--- src/rtl/urv_pipe_ctrl_pkg.sv ---
// Shared types and helpers for the uRV pipeline control unit.
package urv_pipe_ctrl_pkg;

   localparam int unsigned URV_MAX_STAGES = 8;

   typedef enum logic [1:0] {
      URV_PCTL_RUN      = 2'd0,
      URV_PCTL_HALT_REQ = 2'd1,
      URV_PCTL_HALTED   = 2'd2,
      URV_PCTL_STEP     = 2'd3
   } pctl_state_e;

   // True when any request bit strictly above idx is set.
   function automatic logic any_above(input logic [URV_MAX_STAGES-1:0] vec,
                                      input int unsigned idx);
      logic [URV_MAX_STAGES-1:0] shifted_s;
      shifted_s = vec >> (idx + 32'd1);
      return |shifted_s;
   endfunction

endpackage

--- src/rtl/urv_pipe_ctrl_if.sv ---
// Stage-side bundle: stall requests, valids and flush sources in, stall/kill out.
interface urv_pipe_ctrl_if #(
   parameter int unsigned g_num_stages = 4
);
   logic [g_num_stages-1:0] stall_req;
   logic [g_num_stages-1:0] valid;
   logic                    branch_take;
   logic                    exc;
   logic [g_num_stages-1:0] stall;
   logic [g_num_stages-1:0] kill;

   modport master (output stall_req, valid, branch_take, exc, input stall, kill);
   modport slave  (input stall_req, valid, branch_take, exc, output stall, kill);
endinterface

--- src/rtl/urv_sat_counter.sv ---
// Saturating up-counter with synchronous clear taking priority over increment.
module urv_sat_counter #(
   parameter int unsigned g_width = 32
)(
   input  logic               clk_i,
   input  logic               rst_n_i,
   input  logic               clr_i,
   input  logic               inc_i,
   output logic [g_width-1:0] cnt_o
);

   // Count register: clear wins, then saturating increment.
   always_ff @(posedge clk_i or negedge rst_n_i) begin
      if (!rst_n_i) begin
         cnt_o <= '0;
      end else if (clr_i) begin
         cnt_o <= '0;
      end else if (inc_i && (cnt_o != '1)) begin
         cnt_o <= cnt_o + g_width'(1);
      end else begin
         cnt_o <= cnt_o;
      end
   end

endmodule

--- src/rtl/urv_pipe_ctrl.sv ---
// uRV pipeline control: per-stage stall/kill, branch flush shadow,
// debug halt/resume/step FSM and stall-cycle counter.
module urv_pipe_ctrl
   import urv_pipe_ctrl_pkg::*;
#(
   parameter int unsigned             g_num_stages      = 4,
   parameter int unsigned             g_branch_stage    = 2,
   parameter logic [g_num_stages-1:0] g_self_stall_mask = g_num_stages'(1'b1) << g_branch_stage,
   parameter bit                      g_with_hw_debug   = 1'b0
)(
   input  logic                  clk_i,
   input  logic                  rst_n_i,
   urv_pipe_ctrl_if.slave        pipe,
   input  logic                  dbg_halt_req_i,
   input  logic                  dbg_resume_i,
   input  logic                  dbg_step_i,
   input  logic                  cnt_clr_i,
   output logic                  dbg_halted_o,
   output logic [31:0]           stall_cycles_o
);

   localparam int unsigned NS = g_num_stages;
   localparam int unsigned BS = g_branch_stage;

   logic                      flush_s;
   logic                      halt_force_s;
   logic                      drained_s;
   logic                      step_taken_s;
   logic                      cnt_inc_s;
   logic [URV_MAX_STAGES-1:0] req_ext_s;
   logic [NS-1:0]             stall_s;
   logic [NS-1:0]             kill_s;
   logic [BS-1:0]             sh_r;
   pctl_state_e               state_r;
   logic                      dbg_halted_r;

   // Stall and kill vectors from requests, flush shadow and debug state.
   always_comb begin
      flush_s      = pipe.branch_take | pipe.exc;
      halt_force_s = (state_r == URV_PCTL_HALT_REQ) || (state_r == URV_PCTL_HALTED);
      req_ext_s    = URV_MAX_STAGES'(pipe.stall_req);
      stall_s      = '0;
      kill_s       = '0;
      for (int unsigned s = 0; s < NS; s++) begin
         stall_s[s] = any_above(req_ext_s, s) | (pipe.stall_req[s] & g_self_stall_mask[s]);
      end
      stall_s[0] = stall_s[0] | halt_force_s;
      // Stages up to the branch stage are killed by a live flush or any older shadow bit.
      for (int unsigned s = 0; s <= BS; s++) begin
         kill_s[s] = flush_s;
         for (int unsigned i = 0; i < s; i++) begin
            kill_s[s] = kill_s[s] | sh_r[i];
         end
      end
      kill_s[1]    = kill_s[1] | halt_force_s;
      drained_s    = (pipe.valid[NS-1:1] == '0) && !flush_s;
      step_taken_s = !stall_s[0] && pipe.valid[0];
      cnt_inc_s    = (state_r == URV_PCTL_RUN) && stall_s[0];
   end

   // While in reset every stage is held as a bubble and nothing stalls.
   always_comb begin
      if (rst_n_i) begin
         pipe.stall = stall_s;
         pipe.kill  = kill_s;
      end else begin
         pipe.stall = '0;
         pipe.kill  = '1;
      end
   end

   // Flush shadow: advances only when the branch stage moves.
   always_ff @(posedge clk_i or negedge rst_n_i) begin
      if (!rst_n_i) begin
         sh_r <= '0;
      end else if (!stall_s[BS]) begin
         sh_r <= BS'({sh_r, flush_s});
      end else begin
         sh_r <= sh_r;
      end
   end

   // Debug state machine with registered halted flag.
   always_ff @(posedge clk_i or negedge rst_n_i) begin
      if (!rst_n_i) begin
         state_r      <= URV_PCTL_RUN;
         dbg_halted_r <= 1'b0;
      end else if (!g_with_hw_debug) begin
         state_r      <= URV_PCTL_RUN;
         dbg_halted_r <= 1'b0;
      end else begin
         case (state_r)
            URV_PCTL_RUN: begin
               if (dbg_halt_req_i) begin
                  state_r <= URV_PCTL_HALT_REQ;
               end else begin
                  state_r <= URV_PCTL_RUN;
               end
               dbg_halted_r <= 1'b0;
            end
            URV_PCTL_HALT_REQ: begin
               if (drained_s) begin
                  state_r      <= URV_PCTL_HALTED;
                  dbg_halted_r <= 1'b1;
               end else begin
                  state_r      <= URV_PCTL_HALT_REQ;
                  dbg_halted_r <= 1'b0;
               end
            end
            URV_PCTL_HALTED: begin
               if (dbg_resume_i) begin
                  state_r      <= URV_PCTL_RUN;
                  dbg_halted_r <= 1'b0;
               end else if (dbg_step_i) begin
                  state_r      <= URV_PCTL_STEP;
                  dbg_halted_r <= 1'b0;
               end else begin
                  state_r      <= URV_PCTL_HALTED;
                  dbg_halted_r <= 1'b1;
               end
            end
            URV_PCTL_STEP: begin
               if (step_taken_s) begin
                  state_r <= URV_PCTL_HALT_REQ;
               end else begin
                  state_r <= URV_PCTL_STEP;
               end
               dbg_halted_r <= 1'b0;
            end
            default: begin
               state_r      <= URV_PCTL_RUN;
               dbg_halted_r <= 1'b0;
            end
         endcase
      end
   end

   assign dbg_halted_o = dbg_halted_r;

   urv_sat_counter #(
      .g_width (32)
   ) u_stall_cnt (
      .clk_i   (clk_i),
      .rst_n_i (rst_n_i),
      .clr_i   (cnt_clr_i),
      .inc_i   (cnt_inc_s),
      .cnt_o   (stall_cycles_o)
   );

endmodule

--- src/flat_wrapper.sv ---
// flat-port wrapper written by rule: the top's interface ports become plain ports
module urv_pipe_ctrl_flat import urv_pipe_ctrl_pkg::*;
#(
   parameter int unsigned             g_num_stages      = 4,
   parameter int unsigned             g_branch_stage    = 2,
   parameter logic [g_num_stages-1:0] g_self_stall_mask = g_num_stages'(1'b1) << g_branch_stage,
   parameter bit                      g_with_hw_debug   = 1'b0
)
  (clk_i, rst_n_i, dbg_halt_req_i, dbg_resume_i, dbg_step_i, cnt_clr_i, dbg_halted_o, stall_cycles_o, pipe_stall_req, pipe_valid, pipe_branch_take, pipe_exc, pipe_stall, pipe_kill);
  urv_pipe_ctrl_if #(.g_num_stages(g_num_stages)) pipe_i ();
  input  logic clk_i;
  input  logic rst_n_i;
  input  logic dbg_halt_req_i;
  input  logic dbg_resume_i;
  input  logic dbg_step_i;
  input  logic cnt_clr_i;
  output logic dbg_halted_o;
  output logic [31:0] stall_cycles_o;
  input wire logic [$bits(pipe_i.stall_req)-1:0] pipe_stall_req;
  input wire logic [$bits(pipe_i.valid)-1:0] pipe_valid;
  input wire logic [$bits(pipe_i.branch_take)-1:0] pipe_branch_take;
  input wire logic [$bits(pipe_i.exc)-1:0] pipe_exc;
  output wire logic [$bits(pipe_i.stall)-1:0] pipe_stall;
  output wire logic [$bits(pipe_i.kill)-1:0] pipe_kill;
  assign pipe_i.stall_req = pipe_stall_req;
  assign pipe_i.valid = pipe_valid;
  assign pipe_i.branch_take = pipe_branch_take;
  assign pipe_i.exc = pipe_exc;
  assign pipe_stall = pipe_i.stall;
  assign pipe_kill = pipe_i.kill;
  urv_pipe_ctrl #(.g_num_stages(g_num_stages), .g_branch_stage(g_branch_stage), .g_self_stall_mask(g_self_stall_mask), .g_with_hw_debug(g_with_hw_debug)) u_core (.clk_i(clk_i), .rst_n_i(rst_n_i), .pipe(pipe_i), .dbg_halt_req_i(dbg_halt_req_i), .dbg_resume_i(dbg_resume_i), .dbg_step_i(dbg_step_i), .cnt_clr_i(cnt_clr_i), .dbg_halted_o(dbg_halted_o), .stall_cycles_o(stall_cycles_o));
endmodule
--- config.mk ---
export PLATFORM = sky130hd
export DESIGN_NAME = urv_pipe_ctrl_flat
export DESIGN_NICKNAME = d
export VERILOG_FILES = /design/src/rtl/urv_pipe_ctrl_pkg.sv /design/src/rtl/urv_pipe_ctrl_if.sv /design/src/rtl/urv_sat_counter.sv /design/src/rtl/urv_pipe_ctrl.sv /design/src/flat_wrapper.sv
export SDC_FILE = /design/constraint.sdc
export NUM_CORES = 1
export LEC_CHECK = 0
export CORE_MARGIN = 4
export CORE_UTILIZATION = 34
export DETAILED_ROUTE_END_ITERATION = 10
export HOLD_SLACK_MARGIN = 0.06
export PLACE_DENSITY = 0.65
export SYNTH_ARGS = -nofsm -noshare
export SYNTH_HDL_FRONTEND = slang
export SYNTH_SLANG_ARGS = --single-unit
--- constraint.sdc ---
create_clock -name clk_i -period 2 [get_ports clk_i]
set_clock_uncertainty 0.1 [all_clocks]
set_input_delay 0.2 -clock clk_i [delete_from_list [all_inputs] [get_ports clk_i]]
set_output_delay 0.2 -clock clk_i [all_outputs]
set_load 0.05 [all_outputs]
==> flow_summary.rst <==
.. list-table::
   :header-rows: 1

   * - Metric
     - Value
   * - Area fraction of the dominant cell type after synthesis
     - 0.4312
   * - Cell types with the largest area share after synthesis
     - sky130_fd_sc_hd__dfrtp_1, sky130_fd_sc_hd__a21oi_1, sky130_fd_sc_hd__or4_1
   * - Ratio of cells with drive above 1 in the final layout
     - 0.3880
   * - Arithmetic-cell share of the synthesized area counting full adders, half adders and majority gates
     - 0.006341
   * - Synth Area in Compound Gates
     - 0.1344
   * - Post-synthesis sequential element count
     - 34
   * - Final hold violation count
     - 0
   * - Sequential cell area fraction in the yosys report
     - 0.4312
   * - Number of global-route vias before repair
     - 2058
   * - Buffer and inverter count on the worst path
     - 0
   * - Port Buffer Count
     - 46
   * - Flop-to-flop setup slack
     - 20 ps
   * - Endpoint of the most critical register-to-register path
     - u_core.u_stall_cnt.cnt_o[21]$_DFFE_PN0P_
   * - Initial Utilization
     - 0.3540
   * - Diode count
     - 0
   * - Main combinational cell family by area after synthesis
     - simple AND/OR/NAND/NOR gates
   * - Cells on worst reg2reg path
     - 6
   * - Cell area after synthesis
     - 1973 sq um
   * - Global route total overflow
     - 0
   * - Minimum period implied by the final worst setup slack
     - 1977 ps
   * - Initial antenna violation count
     - 0
   * - Xor and xnor fraction of the mapped netlist area
     - 0.01332
   * - Gate Count Post-Synth
     - 223
   * - Worst slew pin tran
     - 532.2 ps
   * - Synth-to-Final Area Change
     - 58.59%
   * - All-layer global routing usage
     - 0.1729
   * - Outcome
     - finished clean
   * - Critical path, cell by cell
     - ha_4 -> and4_4 -> nor3b_4 -> and3_4 -> or4b_4 -> a21oi_2
   * - CTS tree
     - done
   * - Leakage power summed over all cells
     - 1.190 nW
   * - Number of cell rows
     - 27
   * - Wire length of the first global-routing pass
     - 9887 um
   * - Detailed placement HPWL
     - 3983 um
   * - Number of search-and-repair iterations in the first detailed-routing pass
     - 4
   * - Floorplan Core Area
     - 5574 sq um
   * - Via-to-Cell Ratio
     - 5.465
   * - Number of max-cap violations
     - 0
   * - Detailed Route WL
     - 5895 um
   * - Clock insertion delay at the later pin of the skew report
     - 290 ps
   * - Crit start category
     - register
   * - WHS
     - 341.3 ps
   * - H-tree lvl count
     - 2
   * - Commonest cells in the netlist
     - sky130_fd_sc_hd__dfrtp_1, sky130_fd_sc_hd__a21oi_1, sky130_fd_sc_hd__nor2_1
   * - Required time at the endpoint of the critical path
     - 2120 ps
   * - Setup repair after global routing missed its margin
     - yes
   * - Fraction of the cycle the final worst path needs
     - 0.9885
   * - Kind of end point of the critical path
     - register
   * - Worst relative slew slack
     - 0.6419
   * - Kind of path behind the tightest hold check
     - input pin to asynchronous set/reset pin
   * - Layout net count
     - 333
   * - Library cell with the largest summed area after synthesis
     - sky130_fd_sc_hd__dfrtp_1
   * - Area of combinational cells with multiple inputs
     - 1169 sq um
   * - Number of synthesis warnings
     - 0
   * - Most used flip-flop cell after synthesis
     - sky130_fd_sc_hd__dfrtp_1
   * - Cell chosen for the clock root
     - sky130_fd_sc_hd__clkbuf_8
   * - Slowest-stage cell, CP
     - sky130_fd_sc_hd__or4b_4
   * - Fin. max-slew vios
     - 0
   * - Pin count of the biggest net entering global routing
     - 33
   * - Top achievable clock speed
     - 505.8 MHz
   * - Synth async-reset ratio
     - 1.000
   * - Average footprint of a synthesized cell
     - 8.848 sq um
   * - Number of buffers between clock root and the deepest sink
     - 2
   * - Iteration-0 DRC Markers
     - 82
   * - Clk sink count
     - 34
   * - Distinct cell type count of the synthesized netlist
     - 32
   * - Number of inserted filler cells in the final layout
     - 503
   * - CTS buffer count
     - 5
   * - Weighted congestion reported at the end of routability-driven placement
     - 0.8581
   * - Number of enable-type register cells in the synthesized netlist
     - 0
   * - End point of the critical path
     - u_core.u_stall_cnt.cnt_o[21]$_DFFE_PN0P_
   * - Number of primary I/O pins
     - 57
   * - Area taken by flip-flops and latches
     - 882.1 sq um
   * - Share of synthesized cell area in and, or, nand and nor gates
     - 0.3310
   * - Maximum fanout encountered on the critical timing path
     - 9
   * - Number of setup violations in the final report
     - 0
   * - Chip width
     - 84.18 um
   * - Sum of negative setup slack
     - 0 ps
   * - Reg clk slew, reported paths
     - 70 ps
   * - Most numerous cell in the Yosys netlist
     - sky130_fd_sc_hd__dfrtp_1
   * - Launching instance or port of the critical path
     - u_core.u_stall_cnt.cnt_o[0]$_DFFE_PN0P_
   * - FF-to-FF Start
     - u_core.u_stall_cnt.cnt_o[0]$_DFFE_PN0P_
   * - Crit path depth
     - 6
   * - Via count
     - 2126
   * - Crit-path leading delay family
     - simple AND/OR/NAND/NOR gates
   * - Category of the critical setup timing path
     - register to register
   * - Mux share of post-synthesis cell area
     - 0.03424
   * - CP Data Arrival Time
     - 2100 ps
   * - Post-detailed-route DRC marker count
     - 0
   * - Worst IR Drop VDD
     - 234.8 uV
   * - Ratio of total power to cell area
     - 459.4 nW/um^2
   * - Routed wire length per instance
     - 15.15 um
   * - Overall die area
     - 7086 sq um
   * - Antenna-violating nets left
     - 0
   * - Die boundary height
     - 84.18 um
   * - Crit-path max cell delay
     - 530 ps
report_power, final:
part / internal (W) / total [W] / switching, W
clock: 0.000281 / 0.000533 / 0.000252
combinational: 0.0000788 / 0.000197 / 0.000118
sequential: 0.000699 / 0.000707 / 0.00000795
total: 0.00106 / 0.00144 / 0.000379
cell families (layout without fill, tap and decap cells):
family,count (synthesis),in the layout
AND/OR/NAND/NOR,114,116
AO/OA/AOI/OAI,47,47
flip-flops,34,34
buffers and inverters,17,108
multiplexers,6,6
XOR/XNOR,3,3
adder cells (fa/ha/maj),1,1
other,1,2
sequential cells by signal, summed over array words and instances (netlist names):
name,cells
u_core.u_stall_cnt.cnt_o,32
u_core.sh_r,2
timing repair:
action                                 4_1_cts  5_1_grt
buffers inserted                             2        7
setup endpoints to repair                   14       28
cloned                                       2        1
hold buffers                                 1        0
pin swaps                                    8        9
gates resized for setup                      3       18
endpoints found under the hold margin        2        0
stage by stage:
stage                     area (sq um)    util  power (W)  instances  setup WS, ps
after floorplan                   2047       -  0.0008191        224        -256.7
after global placement            2856  0.5125  0.0009121        368        -30.35
after detailed placement          2856  0.5125  0.0009147        368        -56.26
after CTS                         3000  0.5383   0.001450        381         23.39
after global routing              3129  0.5614   0.001495        389        -39.88
final                             3129  0.5614   0.001438        389         22.97
how the worst min path moves through the flow:
stage / end / slack, ps / cells past startpoint
5_1_grt: u_core.u_stall_cnt.cnt_o[27]$_DFFE_PN0P_ / 390 / 2
3_3_place_gp: u_core.sh_r[0]$_DFFE_PN0P_ / 340 / 1
3_5_place_dp: u_core.sh_r[1]$_DFFE_PN0P_ / 340 / 1
2_1_floorplan: u_core.sh_r[0]$_DFFE_PN0P_ / -200 / 0
4_1_cts: u_core.u_stall_cnt.cnt_o[20]$_DFFE_PN0P_ / 360 / 2
6_report: u_core.u_stall_cnt.cnt_o[27]$_DFFE_PN0P_ / 340 / 2
layout by cell type (no fill, tap or decap), types with 4 or more instances in the layout:
cell / synthesis / routed
sky130_fd_sc_hd__nand4_1: 9 / 9
sky130_fd_sc_hd__or3_1: 12 / 12
sky130_fd_sc_hd__clkdlybuf4s50_1: 0 / 39
sky130_fd_sc_hd__nor2_1: 21 / 20
sky130_fd_sc_hd__buf_12: 0 / 4
sky130_fd_sc_hd__nor2b_1: 6 / 6
sky130_fd_sc_hd__or4_1: 11 / 9
sky130_fd_sc_hd__dfrtp_2: 0 / 25
sky130_fd_sc_hd__nand2_1: 17 / 16
sky130_fd_sc_hd__buf_4: 4 / 51
sky130_fd_sc_hd__a21oi_2: 0 / 6
sky130_fd_sc_hd__nand3_1: 13 / 11
sky130_fd_sc_hd__nor4_2: 0 / 4
sky130_fd_sc_hd__a21oi_1: 23 / 17
sky130_fd_sc_hd__o21ai_0: 13 / 12
sky130_fd_sc_hd__clkbuf_8: 0 / 6
sky130_fd_sc_hd__o31ai_1: 9 / 9
sky130_fd_sc_hd__mux2_2: 6 / 6
sky130_fd_sc_hd__dfrtp_1: 34 / 9
routing by layer:
metal | GRT usage | share of wire | up-vias
li1 | - | - | 1024
met1 | 0.2337 | 0.47 | 1047
met2 | 0.2719 | 0.47 | 50
met3 | 0.04024 | 0.042 | 5
met4 | 0.05994 | 0.014 | 0
met5 | 0 | 0 | -
area by class of cell:
class,count,area share
clock buffer,8,0.02879
tap,72,0.02879
inverter,2,0.002399
multi-input combinational,175,0.3735
timing repair buffer,98,0.2847
sequential,34,0.2819
(Power assumes the default switching activity.)
